`config.mk`:
```
export PLATFORM = sky130hd
export DESIGN_NAME = direction_input_ctrl
export DESIGN_NICKNAME = d
export VERILOG_FILES = /design/src/rtl/pacman_pkg.sv /design/src/rtl/btn_debouncer.sv /design/src/rtl/direction_input_ctrl.sv
export SDC_FILE = /design/constraint.sdc
export NUM_CORES = 1
export LEC_CHECK = 0
export ABC_AREA = 1
export CAP_MARGIN = 20
export CORE_MARGIN = 1
export CORE_UTILIZATION = 51
export CTS_CLUSTER_SIZE = 20
export DETAILED_ROUTE_END_ITERATION = 16
export GPL_ROUTABILITY_DRIVEN = 0
export PLACE_DENSITY = 0.85
export SKIP_CTS_REPAIR_TIMING = 1
export SLEW_MARGIN = 20
export SYNTH_ARGS = -nofsm -noshare
export SYNTH_HDL_FRONTEND = slang
export SYNTH_SLANG_ARGS = --single-unit
```
`constraint.sdc`:
```
create_clock -name clk -period 1.59 [get_ports clk]
set_input_delay 0.3975 -clock clk [delete_from_list [all_inputs] [get_ports clk]]
set_output_delay 0.3975 -clock clk [all_outputs]
set_load 0.005 [all_outputs]
```
`src/rtl/pacman_pkg.sv`:
```
// Shared Pac-Man definitions: heading encodings used by input, movement and maze
// logic, plus default timing constants for the player-input stage.
package pacman_pkg;

    typedef enum logic [1:0] {
        DIR_UP    = 2'd0,
        DIR_DOWN  = 2'd1,
        DIR_LEFT  = 2'd2,
        DIR_RIGHT = 2'd3
    } dir_e;

    localparam int DEBOUNCE_SAMPLES_DEFAULT = 4;
    localparam int SYNC_STAGES_DEFAULT      = 2;

    // Debounce counter width; covers the full 2..15 sample range.
    localparam int DB_CNT_W = 4;

    // Button slots; the four directions occupy the low bits so they can be sliced.
    localparam int BTN_UP    = 0;
    localparam int BTN_DOWN  = 1;
    localparam int BTN_LEFT  = 2;
    localparam int BTN_RIGHT = 3;
    localparam int BTN_PAUSE = 4;
    localparam int NUM_BTNS  = 5;

    function automatic dir_e dir_select(input logic [3:0] press, input dir_e cur);
        dir_e sel;
        sel = cur;
        if (press[BTN_UP])
            sel = DIR_UP;
        else if (press[BTN_DOWN])
            sel = DIR_DOWN;
        else if (press[BTN_LEFT])
            sel = DIR_LEFT;
        else if (press[BTN_RIGHT])
            sel = DIR_RIGHT;
        return sel;
    endfunction

endpackage

```
`src/rtl/btn_debouncer.sv`:
```
// One button: synchroniser, sample-counting debouncer and single-cycle press pulse
// on each debounced 0->1 transition.
module btn_debouncer
    import pacman_pkg::*;
#(
    parameter int DEBOUNCE_SAMPLES = DEBOUNCE_SAMPLES_DEFAULT,
    parameter int SYNC_STAGES      = SYNC_STAGES_DEFAULT
) (
    input  logic clk,
    input  logic rst,
    input  logic i_sample_en,
    input  logic i_btn,
    output logic o_press
);

    localparam logic [DB_CNT_W-1:0] LP_CNT_LAST = DB_CNT_W'(DEBOUNCE_SAMPLES - 1);

    logic [SYNC_STAGES-1:0] r_sync;
    logic [DB_CNT_W-1:0]    r_cnt;
    logic                   r_stable;
    logic                   r_stable_d;
    logic                   w_synced;

    assign w_synced = r_sync[SYNC_STAGES-1];

    always_ff @(posedge clk or posedge rst) begin
        if (rst)
            r_sync <= '0;
        else
            r_sync <= {r_sync[SYNC_STAGES-2:0], i_btn};
    end

    always_ff @(posedge clk or posedge rst) begin
        if (rst) begin
            r_cnt    <= '0;
            r_stable <= 1'b0;
        end else if (i_sample_en) begin
            if (w_synced == r_stable) begin
                r_cnt <= '0;
            end else if (r_cnt == LP_CNT_LAST) begin
                r_stable <= w_synced;
                r_cnt    <= '0;
            end else begin
                r_cnt <= r_cnt + DB_CNT_W'(1);
            end
        end
    end

    always_ff @(posedge clk or posedge rst) begin
        if (rst)
            r_stable_d <= 1'b0;
        else
            r_stable_d <= r_stable;
    end

    // Press fires in the cycle after the stable level rises; releases are silent.
    assign o_press = r_stable & ~r_stable_d;

endmodule

```
`src/rtl/direction_input_ctrl.sv`:
```
// Player-input stage: debounces direction/pause buttons, tracks heading and pause,
// and emits one move_tick per game step once a heading exists and play is running.
module direction_input_ctrl
    import pacman_pkg::*;
#(
    parameter int DEBOUNCE_SAMPLES = DEBOUNCE_SAMPLES_DEFAULT,
    parameter int SYNC_STAGES      = SYNC_STAGES_DEFAULT
) (
    input  logic       clk,
    input  logic       rst,
    input  logic       fast_clk,
    input  logic       two_hertz_clk,
    input  logic       btn_up,
    input  logic       btn_down,
    input  logic       btn_left,
    input  logic       btn_right,
    input  logic       btn_pause,
    output logic [1:0] dir,
    output logic       dir_valid,
    output logic       paused,
    output logic       move_tick,
    output logic [1:0] move_dir
);

    logic [SYNC_STAGES-1:0] r_fast_sync;
    logic [SYNC_STAGES-1:0] r_step_sync;
    logic                   r_fast_d;
    logic                   r_step_d;
    logic                   w_sample_en;
    logic                   w_tick_en;

    logic [NUM_BTNS-1:0]    w_btn_raw;
    logic [NUM_BTNS-1:0]    w_press;

    dir_e                   r_dir;
    logic                   r_dir_valid;
    logic                   r_paused;
    logic                   r_move_tick;
    dir_e                   r_move_dir;

    dir_e                   w_dir_next;
    logic                   w_valid_next;
    logic                   w_paused_next;
    logic                   w_fire;

    // The divider outputs are slow data, sampled into clk and edge-detected into strobes.
    always_ff @(posedge clk or posedge rst) begin
        if (rst) begin
            r_fast_sync <= '0;
            r_step_sync <= '0;
            r_fast_d    <= 1'b0;
            r_step_d    <= 1'b0;
        end else begin
            r_fast_sync <= {r_fast_sync[SYNC_STAGES-2:0], fast_clk};
            r_step_sync <= {r_step_sync[SYNC_STAGES-2:0], two_hertz_clk};
            r_fast_d    <= r_fast_sync[SYNC_STAGES-1];
            r_step_d    <= r_step_sync[SYNC_STAGES-1];
        end
    end

    assign w_sample_en = r_fast_sync[SYNC_STAGES-1] & ~r_fast_d;
    assign w_tick_en   = r_step_sync[SYNC_STAGES-1] & ~r_step_d;

    always_comb begin
        w_btn_raw            = '0;
        w_btn_raw[BTN_UP]    = btn_up;
        w_btn_raw[BTN_DOWN]  = btn_down;
        w_btn_raw[BTN_LEFT]  = btn_left;
        w_btn_raw[BTN_RIGHT] = btn_right;
        w_btn_raw[BTN_PAUSE] = btn_pause;
    end

    for (genvar g = 0; g < NUM_BTNS; g++) begin : g_btn
        btn_debouncer #(
            .DEBOUNCE_SAMPLES (DEBOUNCE_SAMPLES),
            .SYNC_STAGES      (SYNC_STAGES)
        ) u_debouncer (
            .clk         (clk),
            .rst         (rst),
            .i_sample_en (w_sample_en),
            .i_btn       (w_btn_raw[g]),
            .o_press     (w_press[g])
        );
    end

    // Presses are folded in before the step decision so a same-cycle tick sees them.
    always_comb begin
        w_dir_next    = r_dir;
        w_valid_next  = r_dir_valid;
        w_paused_next = r_paused ^ w_press[BTN_PAUSE];
        if (|w_press[BTN_RIGHT:BTN_UP]) begin
            w_dir_next   = dir_select(w_press[BTN_RIGHT:BTN_UP], r_dir);
            w_valid_next = 1'b1;
        end
        w_fire = w_tick_en & w_valid_next & ~w_paused_next;
    end

    always_ff @(posedge clk or posedge rst) begin
        if (rst) begin
            r_dir       <= DIR_UP;
            r_dir_valid <= 1'b0;
            r_paused    <= 1'b0;
            r_move_tick <= 1'b0;
            r_move_dir  <= DIR_UP;
        end else begin
            r_dir       <= w_dir_next;
            r_dir_valid <= w_valid_next;
            r_paused    <= w_paused_next;
            r_move_tick <= w_fire;
            if (w_fire)
                r_move_dir <= w_dir_next;
        end
    end

    assign dir       = r_dir;
    assign dir_valid = r_dir_valid;
    assign paused    = r_paused;
    assign move_tick = r_move_tick;
    assign move_dir  = r_move_dir;

endmodule

```
Word-level counts from Yosys, hierarchy flattened
Cells that the tools add are included.
W data, S select, Z words.
{"block": "totals", "ramBits": 0, "out_inout_bits": 7, "reg_bits": 53, "latch_bits": 0, "memories": 0, "romBits": 0, "input_bits": 9, "word_cells": 89}
{"block": "op_classes", "addsub": 5, "n_eq_ne": 10, "n_mul": 0, "bitwise_logic": 23, "order_cmp": 0, "n_mux": 16, "n_shift": 0, "n_reduce_logical": 6, "div_mod_pow": 0}
{"operator": "$mux W4", "n": 10}
{"operator": "$add A4 B1 Y4 const B", "n": 5}
{"operator": "$eq A4 B2 Y1 const B", "n": 5}
{"operator": "$reduce_and A3 Y1", "n": 5}
{"operator": "$not A1 Y1", "n": 13}
{"operator": "$mux W2", "n": 5}
{"operator": "$and A1 B1 Y1", "n": 9}
{"operator": "$eq A1 B1 Y1", "n": 5}
{"operator": "$reduce_or A4 Y1", "n": 1}
{"operator": "$mux W1", "n": 1}
{"operator": "$xor A1 B1 Y1", "n": 1}

Logic depth before layout (Yosys ltp)
{"block": "depth", "word_depth": 7, "depth_mapped": 8}

By module
A second synthesis with hierarchy kept.
{"block": "hier_totals", "cells_unflattened": 256, "hier_area_um2": 2260.9}
{"module": "btn_debouncer", "instances": 5, "area_per_inst_um2": 351.6, "cells_each": 42}
{"module": "direction_input_ctrl", "instances": 1, "area_per_inst_um2": 503.0, "cells_each": 46}

Worst setup path before layout
No wires, ideal clock.
{"block": "synth_path", "path_kind": "flip-flop to flip-flop", "startpoint": "register r_fast_d", "endpoint": "register g_btn[0].u_debouncer.r_stable", "stages_incl_launch_ff": 6, "t_arrival_ns": 0.933, "t_required_ns": 1.470, "setup_slack_ns": 0.538, "path_buffers": 1, "path_cell_list": "dfrtp_1 nor2_4 buf_6 nand4_1 o21ai_0 inv_1"}
{"block": "synth_between", "elab_chain_len": 3}
{"element": "start, declared", "line_no": "direction_input_ctrl.sv:27", "rtl": "logic r_fast_d;"}
{"element": "start signal, assigned", "line_no": "direction_input_ctrl.sv:56", "rtl": "r_fast_d <= r_fast_sync[SYNC_STAGES-1];"}
{"element": "$not A1 Y1", "line_no": "direction_input_ctrl.sv:61", "rtl": "assign w_sample_en = r_fast_sync[SYNC_STAGES-1] & ~r_fast_d;"}
{"element": "$and A1 B1 Y1", "line_no": "direction_input_ctrl.sv:61"}
{"element": "$reduce_and A3 Y1 (no source line)"}
{"element": "end signal, assigned", "line_no": "btn_debouncer.sv:41", "rtl": "r_stable <= w_synced;"}
{"element": "end, declared", "line_no": "btn_debouncer.sv:20", "rtl": "logic r_stable;"}
No other way between the ends.
A chain may end at the register's enable or synchronous reset.

Worst setup path after layout
{"block": "layout_path", "startpoint": "register r_move_dir[0] (netlist: move_dir[0])", "endpoint": "output move_dir[0]"}
{"element": "start, declared", "line_no": "direction_input_ctrl.sv:39", "rtl": "dir_e r_move_dir;"}
{"element": "start signal, assigned", "line_no": "direction_input_ctrl.sv:111", "rtl": "r_move_dir <= w_dir_next;"}
{"element": "end, declared", "line_no": "direction_input_ctrl.sv:22", "rtl": "output logic [1:0] move_dir"}
No word-level cell between the ends.

==> flow_summary.toml <==
[grt]
grt_overflow = 0
antenna_found_initial = 0
grt_pass1_wl_um = 5960
grt_pass1_vias = 1429
grt_max_degree = 39
grt_util_all_layers = 0.181

[sta]
post-route-period-util = 0.975
hold_ws_ns = 0.354
grt_setup_unrepaired = "false"
hold_viol = 0
slew_headroom = 0.777
worst_pin_slew_ns = 0.334
fmax_mhz = 645
setup_viol = 0
fin_skew_ns = 0.00972
setup_tns_ns = 0
final-max-slew-violation-count = 0
final.min_clock_period_ns = 1.55

[status]
outcome = "finished, final reports clean"

[floorplanning]
dieArea_um2 = 4450
rows = 23
io_pins = 16
die_h_um = 66.7
die_w_um = 66.7
start_util = 0.534
core_area_um2 = 4000

[setup_path]
crit_buf_inv = 1
rr_endpoint = "g_btn[4].u_debouncer.r_cnt[0]"
cp_slowest_stage_delay_ns = 0.50
end_kind = "output port"
ff2ff_path_depth = 4
critPathArrivalTime_ns = 1.15
path_depth = 1
critPathMaxFanout = 2
setup.worst_path.end = "move_dir[0]"
slowest_stage = "clkdlybuf4s50_1"
cpLargestDelayFamily = "buffers and inverters"
r2r_slack_ns = 0.34
crit_chain = "clkdlybuf4s50_1"
cp-start-kind = "flip-flop"
r2r-start = "r_fast_d"
cp.required_ns = 1.19
setup.worst_path.start = "move_dir[0]"
path_class = "reg2out"

[placed_design]
port_buffers = 15
detailed_place_hpwl_um = 2260
dpl.cell_count = 286

[hold_path]
min_path_type = "reg2reg"

[synthesis]
syn_area_um2 = 2130
synth.most_common_cell = "nand2_1"
synth_cell_types = 17
synth_largest_area_cell = "dfrtp_1"
ys.flop_type = "dfrtp_1"
synth-edff-count = 0
synth_seq_cells = 53
async_flop_share = 1.00
ys_warn_count = 0
avgSynthCellArea_um2 = 9.66
synth_area_leaders = "dfrtp_1, nand2_1, inv_1"
yosys-top-cells-count = "nand2_1, dfrtp_1, inv_1"
synth.yosys.seq_area_share = 0.621
synth_nets = 235
synth_top_area_share = 0.621
syn_inst = 221

[finish]
fin_nets = 258
area_delta_synth_final_pct = 17.1
drive_above_1_share = 0.0531
instances_no_fill = 295
finish.utilization = 0.625
antenna_cells = 0

[cts]
clockBufferDepth = 2
htree_levels = 2
clock-sinks = 53
path_clk_slew_ns = 0.09
cts_root_buffer = "clkbuf_8"
cts_tree = "done"
clock_latency_ns = 0.30
numCtsBuffers = 5

[detailed_routing]
wl_per_cell_um = 10.7
postRouteAntennaNets = 0
wl_um = 3150
dr.pass1.iters = 4
drc_errors = 0
vias_per_cell = 4.89
dr_total_vias = 1444
drt-initial-drc-count = 82

[power_and_ir_drop]
p_leak_uw = 0.00124
max-vdd-ir-drop_uv = 985
p_per_area_nw_per_um2 = 1470
p_total_uw = 3680

[run]
cap_violations = 0
## kinds of logic (layout without fill, tap and decap cells)
kind of cell,Yosys count,after routing,synth area share
simple gates,94,94,0.185
flops,53,53,0.621
fa+ha+maj,5,5,0.0293
compound gates,24,24,0.0574
xor+xnor,10,10,0.0410
buf+inv,35,59,0.0656
## report_power, final
part / leakage, µW / switching, µW / internal [µW] / total, µW
sequential: 0.000675 / 238 / 1660 / 1900
combinational: 0.000509 / 456 / 406 / 863
clock: 0.0000585 / 410 / 513 / 924
total: 0.00124 / 1100 / 2580 / 3680
## metrics by stage
stage / instance area, µm² / setup WS [ns]
CTS: 2480 / 0.00682
floorplan: 2140 / 0.538
global placement: 2360 / 0.357
global route: 2500 / 0.00199
finish: 2500 / 0.0405
detailed placement: 2360 / 0.344
## cell usage in the layout, fill, tap and decap left out, types with 6 or more instances in the layout
cell | synthesis | routed
clkdlybuf4s50_1 | 0 | 10
nor2_1 | 15 | 15
o21ai_0 | 17 | 17
nand3_1 | 15 | 15
inv_1 | 32 | 31
dfrtp_1 | 53 | 53
nand2_1 | 57 | 57
clkbuf_8 | 0 | 6
## worst min-delay path by stage
stage | from | to | depth (start not counted)
detailed placement | g_btn[1].u_debouncer.r_sync[0] | g_btn[1].u_debouncer.r_sync[1] | 0
global route | g_btn[0].u_debouncer.r_sync[0] | g_btn[0].u_debouncer.r_sync[1] | 0
CTS | r_step_sync[0] | r_step_sync[1] | 0
finish | r_fast_sync[0] | r_fast_sync[1] | 0
floorplan | g_btn[0].u_debouncer.r_sync[0] | g_btn[0].u_debouncer.r_sync[1] | 0
global placement | g_btn[3].u_debouncer.r_sync[0] | g_btn[3].u_debouncer.r_sync[1] | 0
## routing by layer
metal,track usage,vias to the layer above,wire (µm)
met5,0,-,0
met4,0.0745,0,55
met3,0.0514,7,109
met2,0.302,25,1500
met1,0.220,667,1480
li1,-,745,-
## sequential cells by signal (all words and copies together) (netlist names), 2 cells and up
| register | count |
|---|---|
| r_step_sync | 2 |
| g_btn.u_debouncer.r_cnt | 20 |
| dir | 2 |
| g_btn.u_debouncer.r_stable | 5 |
| g_btn.u_debouncer.r_sync | 10 |
| move_dir | 2 |
| r_fast_sync | 2 |
| g_btn.u_debouncer.r_stable_d | 5 |
## cell type report
cell class | instances | area (µm²)
fill | 305 | 1500
clock buffer | 7 | 86.3
sequential | 53 | 1330
multi-input combinational | 133 | 668
timing repair buffer | 18 | 198
clock inverter | 1 | 30.0
tap | 50 | 62.6
inverter | 33 | 128
Note: power is estimated with default switching activity, not from simulation.
